File: config.mk
export PLATFORM = sky130hd
export DESIGN_NAME = mul_arbiter
export DESIGN_NICKNAME = d
export VERILOG_FILES = /design/src/rtl/mul_arbiter_pkg.sv /design/src/rtl/mul_arbiter_multiply.sv /design/src/rtl/mul_arbiter.sv
export SDC_FILE = /design/constraint.sdc
export NUM_CORES = 2
export LEC_CHECK = 0
export ABC_AREA = 1
export BUFFER_PORTS_ARGS = -buffer_cell sky130_fd_sc_hd__buf_4
export CAP_MARGIN = 10
export CORE_ASPECT_RATIO = 1.5
export CORE_MARGIN = 10
export CORE_UTILIZATION = 33
export CTS_BUF_LIST = sky130_fd_sc_hd__clkbuf_8
export CTS_CLUSTER_DIAMETER = 200
export DETAILED_ROUTE_END_ITERATION = 10
export SLEW_MARGIN = 20
export SYNTH_ARGS = -nofsm -noshare
export SYNTH_HDL_FRONTEND = slang
export SYNTH_SLANG_ARGS = --single-unit
File: constraint.sdc
create_clock -name clk -period 17.65 [get_ports clk]
set_input_delay 0.8825 -clock clk [delete_from_list [all_inputs] [get_ports clk]]
set_output_delay 0.8825 -clock clk [all_outputs]
set_load 0.01 [all_outputs]
File: src/rtl/mul_arbiter_pkg.sv
// ---------------------------------------------------------------------------
// mul_arbiter_pkg
//   Shared definitions for the shared-multiplier arbiter:
//     - MUL_W        : operand width of the shared Booth multiplier
//     - state_t      : arbiter FSM encoding (IDLE / CALC / DONE)
//     - booth_sel_t  : radix-4 Booth partial-product select
//     - booth_sel()  : recodes one overlapping 3-bit multiplier window
// ---------------------------------------------------------------------------
package mul_arbiter_pkg;

  localparam int MUL_W = 32;

  typedef enum logic [1:0] {
    ST_IDLE = 2'd0,
    ST_CALC = 2'd1,
    ST_DONE = 2'd2
  } state_t;

  // Radix-4 Booth digit in {-2,-1,0,+1,+2} as sign + magnitude selects.
  typedef struct packed {
    logic neg;
    logic two;
    logic one;
  } booth_sel_t;

  // Window is {b[2j+1], b[2j], b[2j-1]}.
  function automatic booth_sel_t booth_sel(input logic [2:0] win);
    booth_sel_t s;
    s = '0;
    case (win)
      3'b001, 3'b010: s = '{neg: 1'b0, two: 1'b0, one: 1'b1};
      3'b011:         s = '{neg: 1'b0, two: 1'b1, one: 1'b0};
      3'b100:         s = '{neg: 1'b1, two: 1'b1, one: 1'b0};
      3'b101, 3'b110: s = '{neg: 1'b1, two: 1'b0, one: 1'b1};
      default:        s = '0;  // 000 and 111 both encode digit 0
    endcase
    return s;
  endfunction

endpackage

File: src/rtl/mul_arbiter_multiply.sv
// ---------------------------------------------------------------------------
// multiply
//   Combinational WIDTH x WIDTH two's-complement multiplier, radix-4 Booth.
//   Produces the full 2*WIDTH product; no truncation or saturation.
//   This is a long combinational path: the owner is expected to hold the
//   inputs stable for several cycles before sampling o_p.
// Ports
//   i_a  in  WIDTH    multiplicand (signed)
//   i_b  in  WIDTH    multiplier (signed)
//   o_p  out 2*WIDTH  product (signed)
// ---------------------------------------------------------------------------
module multiply
  import mul_arbiter_pkg::*;
#(
  parameter int WIDTH = MUL_W
) (
  input  logic signed [WIDTH-1:0]   i_a,
  input  logic signed [WIDTH-1:0]   i_b,
  output logic signed [2*WIDTH-1:0] o_p
);

  // One Booth digit per pair of multiplier bits; odd widths get one extra
  // digit driven by the sign extension of i_b.
  localparam int NDIG = (WIDTH + 1) / 2;

  logic signed [2*WIDTH-1:0] w_a1;
  logic signed [2*WIDTH-1:0] w_a2;
  logic        [WIDTH+1:0]   w_bx;
  logic signed [2*WIDTH-1:0] w_pp;
  logic signed [2*WIDTH-1:0] w_acc;
  booth_sel_t                w_sel;

  assign w_a1 = {{WIDTH{i_a[WIDTH-1]}}, i_a};
  assign w_a2 = w_a1 <<< 1;
  // Bit 0 is the implicit b[-1]=0; the top bit repeats the sign.
  assign w_bx = {i_b[WIDTH-1], i_b, 1'b0};

  always_comb begin
    w_acc = '0;
    w_sel = '0;
    w_pp  = '0;
    for (int j = 0; j < NDIG; j++) begin
      w_sel = booth_sel(w_bx[2*j+2 -: 3]);
      if (w_sel.two) begin
        w_pp = w_a2;
      end else if (w_sel.one) begin
        w_pp = w_a1;
      end else begin
        w_pp = '0;
      end
      if (w_sel.neg) begin
        w_pp = -w_pp;
      end
      w_acc = w_acc + (w_pp <<< (2*j));
    end
  end

  assign o_p = w_acc;

endmodule

File: src/rtl/mul_arbiter.sv
// ---------------------------------------------------------------------------
// mul_arbiter
//   Shares one combinational `multiply` between two requesters.
//   Round-robin arbitration in IDLE, operands latched on accept, the product
//   is allowed MUL_CYCLES cycles to settle in CALC, then registered and
//   returned as HI/LO over a valid/ready handshake to the owner in DONE.
// Ports
//   clk        in   1      rising-edge clock
//   rst_n      in   1      synchronous active-low reset
//   req_valid  in   2      bit i: requester i presents operands
//   req_ready  out  2      bit i: requester i operands accepted this cycle
//   req_a0/b0  in   WIDTH  requester 0 operands (signed)
//   req_a1/b1  in   WIDTH  requester 1 operands (signed)
//   rsp_valid  out  2      bit i: result for requester i available
//   rsp_ready  in   2      bit i: requester i consumes the result
//   rsp_hi     out  WIDTH  product upper half
//   rsp_lo     out  WIDTH  product lower half
//   busy       out  1      high whenever the FSM is not IDLE
// ---------------------------------------------------------------------------
module mul_arbiter
  import mul_arbiter_pkg::*;
#(
  parameter int WIDTH      = MUL_W,
  parameter int MUL_CYCLES = 2
) (
  input  logic             clk,
  input  logic             rst_n,
  input  logic [1:0]       req_valid,
  output logic [1:0]       req_ready,
  input  logic [WIDTH-1:0] req_a0,
  input  logic [WIDTH-1:0] req_b0,
  input  logic [WIDTH-1:0] req_a1,
  input  logic [WIDTH-1:0] req_b1,
  output logic [1:0]       rsp_valid,
  input  logic [1:0]       rsp_ready,
  output logic [WIDTH-1:0] rsp_hi,
  output logic [WIDTH-1:0] rsp_lo,
  output logic             busy
);

  // Counter only has to hold MUL_CYCLES-1; keep at least one bit.
  localparam int                CNT_W    = (MUL_CYCLES > 1) ? $clog2(MUL_CYCLES) : 1;
  localparam logic [CNT_W-1:0]  CNT_INIT = CNT_W'(MUL_CYCLES - 1);

  state_t                    r_state;
  logic [CNT_W-1:0]          r_cnt;
  logic                      r_last_grant;
  logic                      r_owner;
  logic signed [WIDTH-1:0]   r_a;
  logic signed [WIDTH-1:0]   r_b;
  logic [WIDTH-1:0]          r_hi;
  logic [WIDTH-1:0]          r_lo;
  logic [1:0]                r_rsp_valid;

  logic                      w_any_req;
  logic                      w_grant;
  logic [1:0]                w_req_ready;
  logic                      w_accept;
  logic signed [2*WIDTH-1:0] w_prod;

  // -------------------------------------------------------------------------
  // Arbitration: a sole requester wins outright; on a tie the requester that
  // was not served last wins. last_grant resets to 1 so requester 0 wins the
  // first tie. Ready is masked during reset so nothing looks accepted while
  // rst_n is low.
  // -------------------------------------------------------------------------
  assign w_any_req = |req_valid;
  assign w_grant   = (&req_valid) ? ~r_last_grant : req_valid[1];

  always_comb begin
    w_req_ready = 2'b00;
    if (rst_n && (r_state == ST_IDLE) && w_any_req) begin
      w_req_ready = w_grant ? 2'b10 : 2'b01;
    end
  end

  assign w_accept = |(req_valid & w_req_ready);

  // The multiplier only ever sees the latched operands, so requester-side
  // changes after acceptance cannot disturb the settling product.
  multiply #(
    .WIDTH (WIDTH)
  ) u_multiply (
    .i_a (r_a),
    .i_b (r_b),
    .o_p (w_prod)
  );

  // -------------------------------------------------------------------------
  // FSM, counter, ownership, operand and result registers.
  // Operand registers are not cleared by reset: they are only consumed after
  // a fresh accept reloads them.
  // -------------------------------------------------------------------------
  always_ff @(posedge clk) begin
    if (!rst_n) begin
      r_state      <= ST_IDLE;
      r_cnt        <= '0;
      r_last_grant <= 1'b1;
      r_owner      <= 1'b0;
      r_hi         <= '0;
      r_lo         <= '0;
      r_rsp_valid  <= 2'b00;
    end else begin
      case (r_state)
        ST_IDLE: begin
          if (w_accept) begin
            r_a     <= w_grant ? $signed(req_a1) : $signed(req_a0);
            r_b     <= w_grant ? $signed(req_b1) : $signed(req_b0);
            r_owner <= w_grant;
            r_cnt   <= CNT_INIT;
            r_state <= ST_CALC;
          end
        end
        ST_CALC: begin
          if (r_cnt != '0) begin
            r_cnt <= r_cnt - CNT_W'(1);
          end else begin
            r_hi        <= w_prod[2*WIDTH-1:WIDTH];
            r_lo        <= w_prod[WIDTH-1:0];
            r_rsp_valid <= r_owner ? 2'b10 : 2'b01;
            r_state     <= ST_DONE;
          end
        end
        ST_DONE: begin
          // Only the owner's ready completes the response.
          if (rsp_ready[r_owner]) begin
            r_rsp_valid  <= 2'b00;
            r_last_grant <= r_owner;
            r_state      <= ST_IDLE;
          end
        end
        default: begin
          r_rsp_valid <= 2'b00;
          r_state     <= ST_IDLE;
        end
      endcase
    end
  end

  assign req_ready = w_req_ready;
  assign rsp_valid = r_rsp_valid;
  assign rsp_hi    = r_hi;
  assign rsp_lo    = r_lo;
  assign busy      = (r_state != ST_IDLE);

endmodule

==> implementation parameters <==
Parameter                              Value

STA
  Actual slew at the worst max-slew pin ... 1100 ps
  Achievable frequency ... 0.0961 GHz
  Count of final setup violators ... 0
  Number of pins exceeding their max-slew limit in the final report ... 0
  Setup ws final ... 7240 ps
  Unrepaired setup endpoints after global routing ... false
  Worst-case clock skew ... 52.5 ps
  Final worst path period need ... 10410 ps
  Final sum of negative setup slack ... 0 ps
  Max-slew headroom ... 0.266
  Final hold viol count ... 0
  Ratio of final minimum period to clock period ... 0.590

Setup path
  Data arrival time of the critical path ... 10970 ps
  Kind of start point of the critical path ... flip-flop
  Critical Setup Path Class ... reg -> reg
  Crit end category ... flip-flop
  Library cell contributing the largest single delay on the critical path ... sky130_fd_sc_hd__edfxtp_1
  Total buffers and inverters traversed by the critical path ... 11
  Required time of the critical path ... 18210 ps
  End of the worst register-to-register path ... rsp_hi[28]$_SDFFE_PN0P_
  Slowest Stage Delay on Critical Path ... 700 ps
  Largest delay contributor family on the critical path ... adder cells
  Depth of the worst register-to-register path ... 46
  Startpoint of the worst-slack reg-to-reg timing path ... r_a[0]$_DFFE_PP_
  Internal reg-to-reg setup slack ... 7240 ps
  Most used cell along the critical path ... sky130_fd_sc_hd__inv_1
  Number of gates on the worst path with buffers counted ... 46
  CP max FO ... 20

Clocking
  Number of buffers added for setup after CTS ... 0
  CTS clk-pin slew, worst paths ... 130 ps
  CTS tree ... yes
  Worst skew pair latency ... 640 ps
  Clk root buf ... sky130_fd_sc_hd__clkbuf_8
  # clock sinks ... 135
  Hold-fix buffers, CTS ... 0
  Count of cells resized by post-cts repair ... 0
  Clock Path Buffers ... 2
  Maximum level of the CTS H-tree ... 4
  Num CTS Buffers ... 17

Synthesis
  Top post-synthesis cells by area ... sky130_fd_sc_hd__fa_1 (28%), sky130_fd_sc_hd__inv_1 (11%), sky130_fd_sc_hd__nand2_1 (9.3%), sky130_fd_sc_hd__xor2_1 (6.6%), sky130_fd_sc_hd__nor2_1 (6.4%)
  Fraction of the mapped netlist area in compound gates ... 0.118
  Unique cell type count in the Yosys netlist ... 66
  Synth Flop Type ... sky130_fd_sc_hd__dfxtp_1
  Dominant cell type by area after synthesis ... sky130_fd_sc_hd__fa_1
  Post-synthesis simple-gate area fraction ... 0.229
  Fraction of registers with async set/reset ... 0
  Yosys warnings ... 0
  Cells after synthesis ... 6575
  Post-Synth Adder-Cell Area ... 0.318
  Register bit total from synthesis ... 135
  Post-synth EDFFs ... 64
  Share of the yosys chip area belonging to registers ... 0.0731
  Cell area after synthesis ... 45800 µm²
  Synth top area share ... 0.279
  Main combinational cell family by area after synthesis ... adder cells
  Avg Synthesized Cell Area ... 6.96 µm²
  Fraction of synthesized area in multiplexers ... 0.0157
  Post-synthesis net count ... 7490
  Xor/xnor cell area share of the yosys netlist ... 0.101

Global route
  Overall global routing resource usage ... 0.278
  Maximum number of pins on one net before global-route repair ... 90
  Number of global-route vias before repair ... 45769
  Global-route wire length before repair ... 308000 µm
  Global route total overflow ... 0
  Number of antenna violations at the first check in global routing ... 6

Place
  HPWL after detailed placement ... 172000 µm
  Global placer's final weighted congestion ... 1.02
  Port bufs ... 202
  Setup slack at placement ... 7430 ps

Layout
  Ratio of cells with drive above 1 in the final layout ... 0.0920
  Layout filler cell count ... 14991
  Layout Nets ... 7518
  Most used cells in the layout excluding fill and tap cells ... sky130_fd_sc_hd__inv_1 (1350), sky130_fd_sc_hd__nand2_1 (1134), sky130_fd_sc_hd__nor2_1 (776)
  Commonest non-fill, non-tap cell in the layout ... sky130_fd_sc_hd__inv_1
  Area grow syn2layout ... 7.53%

Floorplanning
  Die Wd ... 324 µm
  Number of cell rows ... 167
  Area inside the core boundary ... 138000 µm²
  Area of the die ... 154000 µm²
  Starting Density ... 0.332
  Vertical die dimension ... 476 µm
  I/O pin count ... 203

Flow run
  Max-capacitance violation count ... 0

Route
  Per-cell routed wire length ... 25.7 µm
  Post-route DRC violation count ... 0
  Via density per instance ... 5.34
  Pre-Repair DR Iteration Count ... 6
  Overall via count from detail_route ... 44782
  DRT Wirelength ... 215000 µm
  Initial DRC count ... 3994
  Number of antenna-violating nets in the routed design ... 0

Worst hold path
  Terminating pin of the worst hold path ... rsp_lo[0]$_SDFFE_PN0P_
  Hold Crit Class ... reg -> reg
  Critical hold path startpoint ... rsp_lo[0]$_SDFFE_PN0P_
  Worst hold stages ... 1

Outcome
  Result of the run ... finished clean
-- layout make-up --
cell class              count  area, µm²  share of cell area
diodes                      2       5.00            0.000102
clock buffers              17        234             0.00475
clock inverters            15        191             0.00389
inverters                1414       5310               0.108
multi-input cells        4754      35800               0.727
flip-flops and latches    135       3340              0.0679
well taps                1774       2220              0.0451
repair buffers            281       2110              0.0429
-- sequential cells by signal (all words and copies together), names as in the netlist --
name          count
r_a              32
r_b              32
rsp_hi           32
rsp_lo           32
r_state           2
rsp_valid         2
r_cnt             1
r_last_grant      1
r_owner           1
-- worst max-delay path by stage --
stage | from | endpoint | slack [ps]
after floorplan | r_b[1]$_DFFE_PP_ | rsp_hi[28]$_SDFFE_PN0P_ | 9360
after global placement | r_b[1]$_DFFE_PP_ | rsp_hi[10]$_SDFFE_PN0P_ | 7440
after detailed placement | r_b[1]$_DFFE_PP_ | rsp_hi[28]$_SDFFE_PN0P_ | 7430
after CTS | r_b[1]$_DFFE_PP_ | rsp_hi[10]$_SDFFE_PN0P_ | 7370
after global routing | r_a[0]$_DFFE_PP_ | rsp_hi[28]$_SDFFE_PN0P_ | 6540
final | r_a[0]$_DFFE_PP_ | rsp_hi[28]$_SDFFE_PN0P_ | 7240
-- kinds of logic after synthesis --
kind of cell | Yosys count
fa+ha+maj | 781
simple gates | 2454
mux | 64
flops | 135
compound gates | 929
xor+xnor | 526
buf+inv | 1686
-- worst reg2reg max path, delay by kind of cell, from the launching register on --
family                   cells  cell delay [ps]
flip-flops                   1              700
buffers and inverters       11             1230
AO/OA/AOI/OAI                8             1880
AND/OR/NAND/NOR             19             3040
adder cells (fa/ha/maj)      8             3520
-- synth_stat cells (41+ instances only) --
cell type                  count
sky130_fd_sc_hd__xor2_1      343
sky130_fd_sc_hd__clkbuf_1    131
sky130_fd_sc_hd__buf_2        76
sky130_fd_sc_hd__o22ai_1     173
sky130_fd_sc_hd__nand3_1     269
sky130_fd_sc_hd__edfxtp_1     64
sky130_fd_sc_hd__a21oi_1     173
sky130_fd_sc_hd__nand2_1    1135
sky130_fd_sc_hd__dfxtp_1      71
sky130_fd_sc_hd__nand2_2      41
sky130_fd_sc_hd__o21ai_1     104
sky130_fd_sc_hd__mux2_2       64
sky130_fd_sc_hd__fa_1        637
sky130_fd_sc_hd__nor3_1       57
sky130_fd_sc_hd__ha_1        144
sky130_fd_sc_hd__inv_1      1356
sky130_fd_sc_hd__xnor2_1     180
sky130_fd_sc_hd__inv_2        42
sky130_fd_sc_hd__nor2_1      778
sky130_fd_sc_hd__o21ai_0     299
-- per-layer routing --
| layer | global-route usage | share of wire |
|---|---|---|
| met5 | 0 | 0 |
| met4 | 0.314 | 0.14 |
| met1 | 0.275 | 0.32 |
| met2 | 0.474 | 0.48 |
| met3 | 0.0356 | 0.062 |
-- through the flow --
stage / instances / instance area, µm² / hold WS [ps] / util
6_report: 8392 / 49200 / 482 / 0.357
5_1_grt: 8392 / 49200 / 528 / 0.357
4_1_cts: 8390 / 49200 / 488 / 0.357
3_5_place_dp: 8358 / 48800 / 465 / 0.354
3_3_place_gp: 8358 / 48800 / 454 / 0.354
2_1_floorplan: 6575 / 45800 / 446 / -
Power is left out: the tool's default activity adds up to more than one toggle a clock period on the data nets, which glitch-free logic cannot reach.
